--- src/rtl/debounce_pkg.sv ---
// Shared constants for the push-button debouncer and its helpers.
// cnt_width sizes the stability counter so it can hold STABLE_CYCLES-1.
package debounce_pkg;

  localparam int unsigned CLK_HZ                = 50_000_000;
  localparam int unsigned DEFAULT_STABLE_CYCLES = 500_000;

  function automatic int unsigned cnt_width(input int unsigned cycles);
    return (cycles < 2) ? 1 : $clog2(cycles);
  endfunction

endpackage

--- src/rtl/sync_2ff.sv ---
// Two-flop synchronizer for bringing an asynchronous level into the clk domain.
// Synchronous active-high reset clears both stages to 0.
module sync_2ff (
  input  logic clk,
  input  logic rst,
  input  logic d,
  output logic q
);

  logic sync1;

  always_ff @(posedge clk) begin
    if (rst) begin
      sync1 <= 1'b0;
      q     <= 1'b0;
    end else begin
      sync1 <= d;
      q     <= sync1;
    end
  end

endmodule

--- src/rtl/debounce_better_version.sv ---
// Push-button debouncer: a new synchronized level is accepted after STABLE_CYCLES
// consecutive cycles; each accepted press emits a one-cycle pb_out pulse.
//
//   db_state | meaning
//   ---------+------------------------------------------
//   0        | button released (accepted level low)
//   1        | button pressed  (accepted level high)
module debounce_better_version
  import debounce_pkg::*;
#(
  parameter int unsigned STABLE_CYCLES = DEFAULT_STABLE_CYCLES
) (
  input  logic clk,
  input  logic rst,
  input  logic pb_1,
  output logic pb_out
);

  localparam int unsigned          CNT_W    = cnt_width(STABLE_CYCLES);
  localparam logic [CNT_W-1:0]     CNT_LAST = CNT_W'(STABLE_CYCLES - 1);

  logic             sync2;
  logic             db_state;
  logic             db_state_next;
  logic [CNT_W-1:0] cnt;
  logic [CNT_W-1:0] cnt_next;
  logic             pulse_next;

  sync_2ff u_sync (
    .clk (clk),
    .rst (rst),
    .d   (pb_1),
    .q   (sync2)
  );

  // cnt never exceeds CNT_LAST: reaching it with a differing input flips the state.
  always_comb begin
    db_state_next = db_state;
    cnt_next      = '0;
    pulse_next    = 1'b0;
    if (sync2 != db_state) begin
      if (cnt == CNT_LAST) begin
        db_state_next = sync2;
        pulse_next    = sync2;
      end else begin
        cnt_next = cnt + 1'b1;
      end
    end
  end

  always_ff @(posedge clk) begin
    if (rst) begin
      db_state <= 1'b0;
      cnt      <= '0;
      pb_out   <= 1'b0;
    end else begin
      db_state <= db_state_next;
      cnt      <= cnt_next;
      pb_out   <= pulse_next;
    end
  end

endmodule

--- config.mk ---
export PLATFORM = sky130hd
export DESIGN_NAME = debounce_better_version
export DESIGN_NICKNAME = d
export VERILOG_FILES = /design/src/rtl/debounce_pkg.sv /design/src/rtl/sync_2ff.sv /design/src/rtl/debounce_better_version.sv
export SDC_FILE = /design/constraint.sdc
export NUM_CORES = 1
export LEC_CHECK = 0
export BUFFER_PORTS_ARGS = -buffer_cell sky130_fd_sc_hd__buf_2
export CELL_PAD_IN_SITES_DETAIL_PLACEMENT = 0
export CELL_PAD_IN_SITES_GLOBAL_PLACEMENT = 1
export CORE_MARGIN = 3
export CORE_UTILIZATION = 41
export CTS_CLUSTER_SIZE = 40
export DETAILED_ROUTE_END_ITERATION = 7
export PLACE_DENSITY_LB_ADDON = 0.3
export SYNTH_ARGS = -nofsm -noshare
export SYNTH_HDL_FRONTEND = slang
export SYNTH_HIERARCHICAL = 1
export SYNTH_SLANG_ARGS = --single-unit
--- constraint.sdc ---
create_clock -name clk -period 1.7 [get_ports clk]
set_clock_uncertainty 0.05 [all_clocks]
set_input_delay 0.085 -clock clk [delete_from_list [all_inputs] [get_ports clk]]
set_output_delay 0.085 -clock clk [all_outputs]
set_load 0.02 [all_outputs]
==> metrics, run 1 <==
run status finished clean; post-layout util 55.1%; Overflow after GRT 0; worst-margin pin slew 305 ps; final hold violations 0; launch point of the critical path cnt[10]$_SDFF_PP0_; CTS clock-pin slew for the worst setup and hold paths 120 ps; detailed placement HPWL 1560 um; post-synthesis register bit count 23; length of the first detailed-routing pass in iterations 4; synthesis warning total 6; cells on worst reg2reg path 5; buffer depth of the longest clock path 2; synthesized netlist cell count 111; Required @ worst endpoint 1860 ps; detailed-route wire length per cell 12.8 um; die boundary width 57.1 um; Num CTS Buffers 3; share of the yosys chip area belonging to registers 43.0%; Hold Path Class reg -> reg; count leader, synth dfxtp_1; initial antenna violation count 0; pin count of the biggest net entering global routing 14; DRC violations left 0; Clk Tree Root Cell clkbuf_4; DR vias/cell 5.07; Top FF cell, synth dfxtp_1; total of endpoints with negative setup slack in the final report 0; list of cells traversed by the critical path nand4_1, buf_4, nor4_4, mux2_1, and3_1; GRT Total Usage 13.9%; Max VDD drop 0.527 mV; async set-or-reset flop fraction in the synthesized netlist 0%; Final Critical Period 1640 ps; cell type contributing the most total cell area after synthesis dfxtp_1; CTS tree built; via count of the first global-routing pass 743; endpoint of the lowest-slack register-to-register path cnt[18]$_SDFF_PP0_; leakage power of the design 0.476 nW; reg2reg start cnt[10]$_SDFF_PP0_; Period Utilization, post-route 96.4%; number of slew-limit violations in the final report 0; maximum clock rate 0.610 GHz; first-pass GRT wire length 3570 um; core area 0.00234 mm2; starting density of the core 45.8%; Yosys top cell area share 43.0%; post-placement cell area 0.00121 mm2; setup repair after global routing missed its margin yes; EDFF count, synth 0; CP endpoint kind register; global placement routability congestion 0.801; total design power 811 uW; Largest stage delay, worst path 470 ps; Avg Cell Area, Syn 9.65 um2; max-capacitance violation count 0; die area 0.00326 mm2; Routed Wire Length 2070 um; final design area excluding fillers 0.00129 mm2; capturing element of the worst setup path cnt[18]$_SDFF_PP0_; GR Util met2 20.4%; slowest stage cell on the critical path dfxtp_1; flop-to-flop setup slack 60 ps; PwrDens 629 mW/mm2; Rows 17; Global Route met1 Usage 20.0%; startpoint of the tightest hold check path u_sync/sync1$_SDFF_PP0_; Port-buffer cells 3; synthesized cell area 0.00107 mm2; count of antenna diodes in the layout 0; worst slack on hold paths 411 ps; data arrival time at the worst-slack endpoint 1800 ps; met3 GRT Util 4.07%; Die Ht 57.1 um; critical setup path kind reg -> reg; latest clock arrival within the worst-skew pair 310 ps; ratio of cells with drive above 1 in the final layout 26.9%; most area-consuming cells after synthesis dfxtp_1 (43%), xnor2_1 (9.8%), nor2_1 (6.0%), nor4_4 (4.0%), nand3_1 (3.3%); CTS Sinks 23; Setup crit start kind register; routed vias 822; top post-synthesis cells by count dfxtp_1 (23), nor2_1 (17), xnor2_1 (12), nand3_1 (7), nor3_1 (6); starting DRC count in detailed routing 7; biggest fanout along the worst timing path 6; depth of the CTS H-tree 1; worst slew margin relative to its limit 79.5%; GR peak layer met2; Distinct cells, synth 30; count of nets after finishing 139; area added between synthesis and finish 20.4%; I/O pin total 4; remaining number of nets flagged by the antenna check after routing 0; Mapped Nets 115
## worst min path at each step
stage	endpoint	slack (ps)	cells past startpoint
4_1_cts	u_sync/q$_SDFF_PP0_	410	1
3_5_place_dp	u_sync/sync1$_SDFF_PP0_	260	2
3_3_place_gp	u_sync/sync1$_SDFF_PP0_	250	2
2_1_floorplan	u_sync/q$_SDFF_PP0_	110	1
5_1_grt	u_sync/q$_SDFF_PP0_	430	1
6_report	u_sync/q$_SDFF_PP0_	410	1
## what timing repair did
| item | 4_1_cts | 5_1_grt |
|---|---|---|
| endpoints found under the setup margin | 1 | 18 |
| pin swaps | 0 | 1 |
| hold buffers | 3 | 0 |
| buffers inserted | 0 | 1 |
| hold endpoints to repair | 2 | 0 |
| gates resized for setup | 1 | 4 |
## worst max-delay path, delay by kind of cell, from the launching register on
kind	cells	cell delay, ps
buffers and inverters	1	180
and+or+nand+nor	3	510
DFF	1	470
muxes	1	340
## layer usage
metal,part of all wire [%],vias to the layer above
met5,0,-
met4,0.63,0
met3,3.0,2
met2,47,12
met1,50,375
li1,-,433
## cells in the final DEF, fill, tap and decap left out
master / Yosys / layout
or4_4: 1 / 1
dlygate4sd3_1: 0 / 3
nand4b_1: 1 / 1
buf_2: 1 / 3
xor2_1: 3 / 3
nand4_4: 1 / 1
dfxtp_1: 23 / 20
nor2_2: 1 / 1
buf_4: 0 / 14
nor4_1: 3 / 3
nand3_2: 2 / 2
nor4b_2: 1 / 2
mux2_1: 2 / 2
nor2b_1: 3 / 3
and3_1: 3 / 3
clkbuf_4: 0 / 3
nand4_1: 3 / 3
a21oi_1: 3 / 3
and3b_1: 1 / 1
mux2i_1: 1 / 1
xnor2_1: 12 / 12
clkbuf_1: 0 / 1
dfxtp_2: 0 / 3
nor2_1: 17 / 17
ha_2: 0 / 1
nand3_1: 7 / 7
nand2_1: 4 / 4
nor4_4: 2 / 2
inv_1: 3 / 3
and3_2: 1 / 1
nand2b_1: 2 / 2
nand4_2: 1 / 1
o21ai_2: 1 / 1
nor3_1: 6 / 6
## final cells by class
type                            instances  area, um2
Fill cell                             227       1050
Clock buffer                            4       26.3
Sequential cell                        23        464
Multi-Input combinational cell         84        603
Tap cell                               28       35.0
Inverter                                3       11.3
Timing Repair Buffer                   20        150
## state kept, by name, summed over array words and instances (netlist names)
signal	count
u_sync/q	1
u_sync/sync1	1
cnt	19
db_state	1
pb_out	1
## through the flow
stage	TNS (ps)	std cells	worst slack (ps)
6_report	0	162	61.8
3_3_place_gp	0	154	59.9
4_1_cts	0	161	16.8
5_1_grt	-43.9	162	-43.9
3_5_place_dp	0	154	30.7
2_1_floorplan	0	111	106
## where the power goes
| part | total (mW) | switching [mW] | internal [mW] |
|---|---|---|---|
| sequential | 0.544 | 0.00204 | 0.542 |
| combinational | 0.0198 | 0.00879 | 0.0110 |
| clock | 0.248 | 0.156 | 0.0916 |
| total | 0.811 | 0.167 | 0.644 |
## kinds of logic after synthesis
group / Yosys count / share of synthesized area, %
buffers and inverters: 4 / 1.52
adders and majority gates: 1 / 1.17
AOI/OAI and AO/OA: 4 / 2.22
DFF: 23 / 43.0
and+or+nand+nor: 61 / 36.8
xor gates and xnor gates: 15 / 12.3
muxes: 3 / 3.04
(Power assumes the default switching activity.)
==> run 2, diff against run 1 <==
Settings changed: CORE_UTILIZATION 41 to 30.
==> metrics, run 2 (synthesized netlist as in run 1, its figures left out) <==
run status finished clean; list of cells traversed by the critical path buf_4, nand4_1, nor4_4, mux2_1, and3_1; buffer depth of the longest clock path 2; worst-margin pin slew 355 ps; Endpoint, Worst Hold u_sync/q$_SDFF_PP0_; flop-to-flop setup slack 80 ps; count of nets after finishing 148; endpoint of the lowest-slack register-to-register path cnt[18]$_SDFF_PP0_; final design area excluding fillers 0.00142 mm2; first-pass GRT wire length 3860 um; I/O pin total 4; hold path cells 1; Largest register FFs 19; latest clock arrival within the worst-skew pair 320 ps; die area 0.00432 mm2; Rows 21; top library cells by usage in the layout, fill and taps aside buf_4 (22), dfxtp_1 (18), nor2_1 (17); leading cell type in the layout, fill and taps excluded buf_4; CTS Sinks 23; cell-internal power 640 uW; pin count of the biggest net entering global routing 15; Hold Path Class reg -> reg; remaining number of nets flagged by the antenna check after routing 0; Final Critical Period 1620 ps; post-placement cell area 0.00127 mm2; Period Utilization, post-route 95.5%; final hold violations 0; cells on worst reg2reg path 5; data arrival time at the worst-slack endpoint 1810 ps; Setup crit start kind register; starting density of the core 31.6%; number of slew-limit violations in the final report 0; area added between synthesis and finish 32.9%; critical setup path kind reg -> reg; Routed Wire Length 2260 um; die boundary width 65.8 um; DR vias/cell 4.54; count of antenna diodes in the layout 0; total of endpoints with negative setup slack in the final report 0; routed vias 858; leakage power of the design 0.527 nW; Max VDD drop 0.347 mV; starting DRC count in detailed routing 28; part of the total power dissipated in the clock network 32.5%; switch share 23.1%; Largest stage delay, worst path 390 ps; register with the most flip-flops cnt; worst slack on hold paths 416 ps; startpoint of the tightest hold check path u_sync/sync1$_SDFF_PP0_; length of the first detailed-routing pass in iterations 4; Overflow after GRT 0; part of the power in combinational logic 2.8%; Port-buffer cells 3; part of the power in registers 64.6%; worst slew margin relative to its limit 76.1%; PwrDens 584 mW/mm2; CTS tree built; depth of the CTS H-tree 1; biggest fanout along the worst timing path 5; max-capacitance violation count 0; CP endpoint kind register; detailed-route wire length per cell 12.0 um; setup repair after global routing missed its margin no; global placement routability congestion 0.817; CTS clock-pin slew for the worst setup and hold paths 140 ps; Clk Tree Root Cell clkbuf_4; slowest stage cell on the critical path dfxtp_1; GRT Total Usage 11.8%; reg2reg start cnt[2]$_SDFF_PP0_; Num CTS Buffers 3; via count of the first global-routing pass 813; initial antenna violation count 0; maximum clock rate 0.616 GHz; accumulated negative setup slack 0 ps; Die Ht 65.8 um; detailed placement HPWL 1640 um; DRC violations left 0; ratio of cells with drive above 1 in the final layout 34.3%; Sw Pwr 192 uW; Required @ worst endpoint 1880 ps; core area 0.00339 mm2
-- run 2: cell count changes in the layout (fill, tap and decap cells not counted), moves of 2 or more --
cell | previous run | this run
buf_4 | 14 | 22
dfxtp_4 | 0 | 4
dfxtp_1 | 20 | 18
dfxtp_2 | 3 | 1
-- run 2: worst max path at each step --
stage,depth (start not counted),slack (ps),startpoint,end
6_report,5,80,cnt[2]$_SDFF_PP0_,cnt[18]$_SDFF_PP0_
4_1_cts,5,30,cnt[0]$_SDFF_PP0_,cnt[18]$_SDFF_PP0_
3_5_place_dp,5,-20,cnt[0]$_SDFF_PP0_,cnt[18]$_SDFF_PP0_
3_3_place_gp,4,70,cnt[11]$_SDFF_PP0_,pb_out$_SDFF_PP0_
2_1_floorplan,5,110,cnt[0]$_SDFF_PP0_,cnt[18]$_SDFF_PP0_
5_1_grt,5,5,cnt[1]$_SDFF_PP0_,cnt[18]$_SDFF_PP0_
-- run 2: through the flow --
stage                     power (mW)  util (%)  worst slack, ps  instances
after floorplan                0.563         -              106        111
after global placement         0.571      37.6             71.0        177
after detailed placement       0.571      37.6            -18.2        177
after CTS                      0.845      39.6             28.0        185
after global routing           0.867      42.0             5.02        189
final                          0.832      42.0             75.8        189
-- run 2: power by group through the flow --
stage / Clock, mW / Combinational (mW) / Sequential [mW]
after floorplan: 0 / 0.00741 / 0.555
after global placement: 0 / 0.0151 / 0.556
after detailed placement: 0 / 0.0152 / 0.556
after CTS: 0.280 / 0.0206 / 0.544
after global routing: 0.302 / 0.0266 / 0.539
final: 0.271 / 0.0235 / 0.538
-- run 2: what timing repair did --
item / in CTS / in global routing
endpoints found under the setup margin: 1 / 21
hold endpoints to repair: 2 / 0
setup buffers: 1 / 4
hold buffers: 3 / 0
gates resized for setup: 2 / 11
pin swaps: 1 / 3
-- run 2: metal layers --
layer  share of wire (%)  routed length [um]  global-route usage (%)  vias up
li1                    -                   -                       -      456
met5                   0                   0                       0        -
met2                  46                1030                    17.6       13
met4                 3.1                  70                    6.22        0
met3                 2.2                  50                    2.74        8
met1                  49                1110                    15.6      381
-- run 2: cell type report --
class / count / area, um2
clock buffer: 3 / 22.5
tap: 46 / 57.6
clock inverter: 1 / 7.51
multi-input combinational: 84 / 618
sequential: 23 / 477
inverter: 3 / 11.3
fill: 314 / 1970
timing repair buffer: 29 / 230
-- run 2: worst max-delay path: cells and delay by family, from the launching register on --
kind,cells,cell delay (ps)
buf+inv,1,150
flops,1,390
mux,1,340
simple gates,3,610
==> run 3, diff against run 2 <==
Settings changed: ABC_AREA set to 1.
==> metrics, run 3 <==
die area 0.00484 mm2; area added between synthesis and finish 11.3%; core area 0.00377 mm2; first-pass GRT wire length 4730 um; top library cells by usage in the layout, fill and taps aside nand2_1 (43), nor2_1 (30), dfxtp_1 (23); total of endpoints with negative setup slack in the final report 0; top post-synthesis cells by count nand2_1 (43), nor2_1 (30), dfxtp_1 (23), inv_1 (20), nand3_1 (14); Rows 22; Clk Tree Root Cell clkbuf_8; Inst Count DP 227; PwrDens 680 mW/mm2; CTS clock-pin slew for the worst setup and hold paths 80 ps; share of the yosys chip area belonging to registers 38.0%; latest clock arrival within the worst-skew pair 270 ps; post-placement cell area 0.00127 mm2; initial antenna violation count 0; I/O pin total 4; Period Utilization, post-route 87.8%; FF/Latch Area 460 um2; DR vias/cell 4.48; leakage power of the design 0.438 nW; count leader, synth nand2_1; post-layout util 35.7%; Overflow after GRT 0; post-synthesis register bit count 23; EDFF count, synth 0; Avg Cell Area, Syn 6.84 um2; startpoint of the tightest hold check path u_sync/sync1$_SDFF_PP0_; remaining number of nets flagged by the antenna check after routing 0; run status finished clean; worst slew margin relative to its limit 82.1%; detailed-route wire length per cell 11.0 um; biggest fanout along the worst timing path 14; Setup WS post-layout 208 ps; Mapped Nets 181; Endpoint, Worst Hold u_sync/q$_SDFF_PP0_; buffer depth of the longest clock path 2; Routed Wire Length 2580 um; accumulated negative setup slack 0 ps; worst slack at placement 118 ps; Hold Path Class reg -> reg; final cell count without fillers 234; Num CTS Buffers 3; async set-or-reset flop fraction in the synthesized netlist 0%; synthesized cell area 0.00121 mm2; most area-consuming cells after synthesis dfxtp_1 (38%), nand2_1 (13%), nor2_1 (9.3%), nor2_2 (6.7%), inv_1 (6.2%); post-CTS setup repair buffer count 0; cell type contributing the most total cell area after synthesis dfxtp_1; die boundary width 69.5 um; worst-margin pin slew 268 ps; global placement routability congestion 0.753; Largest register FFs 19; count of antenna diodes in the layout 0; final hold violations 0; depth of the CTS H-tree 1; endpoint of the lowest-slack register-to-register path cnt[6]$_SDFF_PP0_; critical setup path kind reg -> reg; cells on worst reg2reg path 6; DRC violations left 0; area of the multi-input gates 649 um2; register with the most flip-flops cnt; hold path cells 2; routed vias 1,048; data arrival time at the worst-slack endpoint 1600 ps; synthesized netlist cell count 177; leading cell type in the layout, fill and taps excluded nand2_1; setup repair after global routing missed its margin no; CTS Sinks 23; number of slew-limit violations in the final report 0; length of the first detailed-routing pass in iterations 6; GRT Total Usage 12.1%; Setup crit start kind register; final design area excluding fillers 0.00135 mm2; detailed placement HPWL 1960 um; Top FF cell, synth dfxtp_1; Yosys top cell area share 38.0%; Port-buffer cells 3; Final Critical Period 1490 ps; ratio of cells with drive above 1 in the final layout 18.3%; maximum clock rate 0.670 GHz; CTS tree built; max-capacitance violation count 0; synthesis warning total 6; Die Ht 69.5 um; Filler Cells Inserted 410; Max VDD drop 0.428 mV; reg2reg start cnt[0]$_SDFF_PP0_; flop-to-flop setup slack 210 ps; Required @ worst endpoint 1800 ps; starting DRC count in detailed routing 36; Distinct cells, synth 23; count of nets after finishing 191; via count of the first global-routing pass 1,069; pin count of the biggest net entering global routing 15; CP endpoint kind register; starting density of the core 32.1%
==> run 3: kinds of logic (layout without fill, tap and decap cells) <==
group,count (synthesis),in the layout,share of synthesized area (%)
XOR/XNOR,5,5,3.62
buffers and inverters,24,33,8.78
flip-flops,23,23,38.0
AO/OA/AOI/OAI,11,11,5.48
adder cells (fa/ha/maj),1,1,1.03
AND/OR/NAND/NOR,113,113,43.1
==> run 3: where the power goes <==
group          switching [mW]  total, mW  internal [mW]  leakage (nW)
combinational          0.0119     0.0217        0.00982         0.226
sequential            0.00178      0.543          0.541         0.186
clock                   0.187      0.351          0.164        0.0255
==> run 3: cell type report <==
type	count	share of cell area (%)
clock buffer	3	3.06
multi-input combinational	130	48.2
clock inverter	1	0.371
tap	48	4.46
inverter	23	6.41
sequential	23	34.2
timing repair buffer	6	3.34
==> run 3: stage by stage <==
stage / hold slack (ps) / total power, mW
CTS: 372 / 0.936
detailed placement: 248 / 0.572
global route: 406 / 0.959
finish: 372 / 0.916
floorplan: 104 / 0.568
global placement: 240 / 0.572
==> run 3: worst max-delay path by stage <==
stage,start,end,slack (ps)
2_1_floorplan,cnt[0]$_SDFF_PP0_,cnt[10]$_SDFF_PP0_,320
3_3_place_gp,cnt[0]$_SDFF_PP0_,cnt[6]$_SDFF_PP0_,170
3_5_place_dp,cnt[0]$_SDFF_PP0_,cnt[6]$_SDFF_PP0_,120
4_1_cts,cnt[0]$_SDFF_PP0_,cnt[6]$_SDFF_PP0_,90
5_1_grt,cnt[0]$_SDFF_PP0_,cnt[16]$_SDFF_PP0_,50
6_report,cnt[0]$_SDFF_PP0_,cnt[6]$_SDFF_PP0_,210
==> run 3: layer usage <==
metal,GRT usage (%),wire (um)
met5,0,0
met4,2.60,20
met3,3.77,58
met2,21.0,1260
met1,14.7,1250
==> run 3: critical path: stages, from the launching register on <==
cell and delay, ps:
dfxtp_1 370, ha_1 210, nand3_2 160, inv_2 150, nand3_2 130, nand2_4 230, nor3_1 70
==> run 3: what timing repair did <==
| item | 4_1_cts | 5_1_grt |
|---|---|---|
| setup endpoints to repair | 0 | 18 |
| gates resized for setup | 0 | 1 |
| hold buffers | 3 | 0 |
| endpoints found under the hold margin | 4 | 0 |
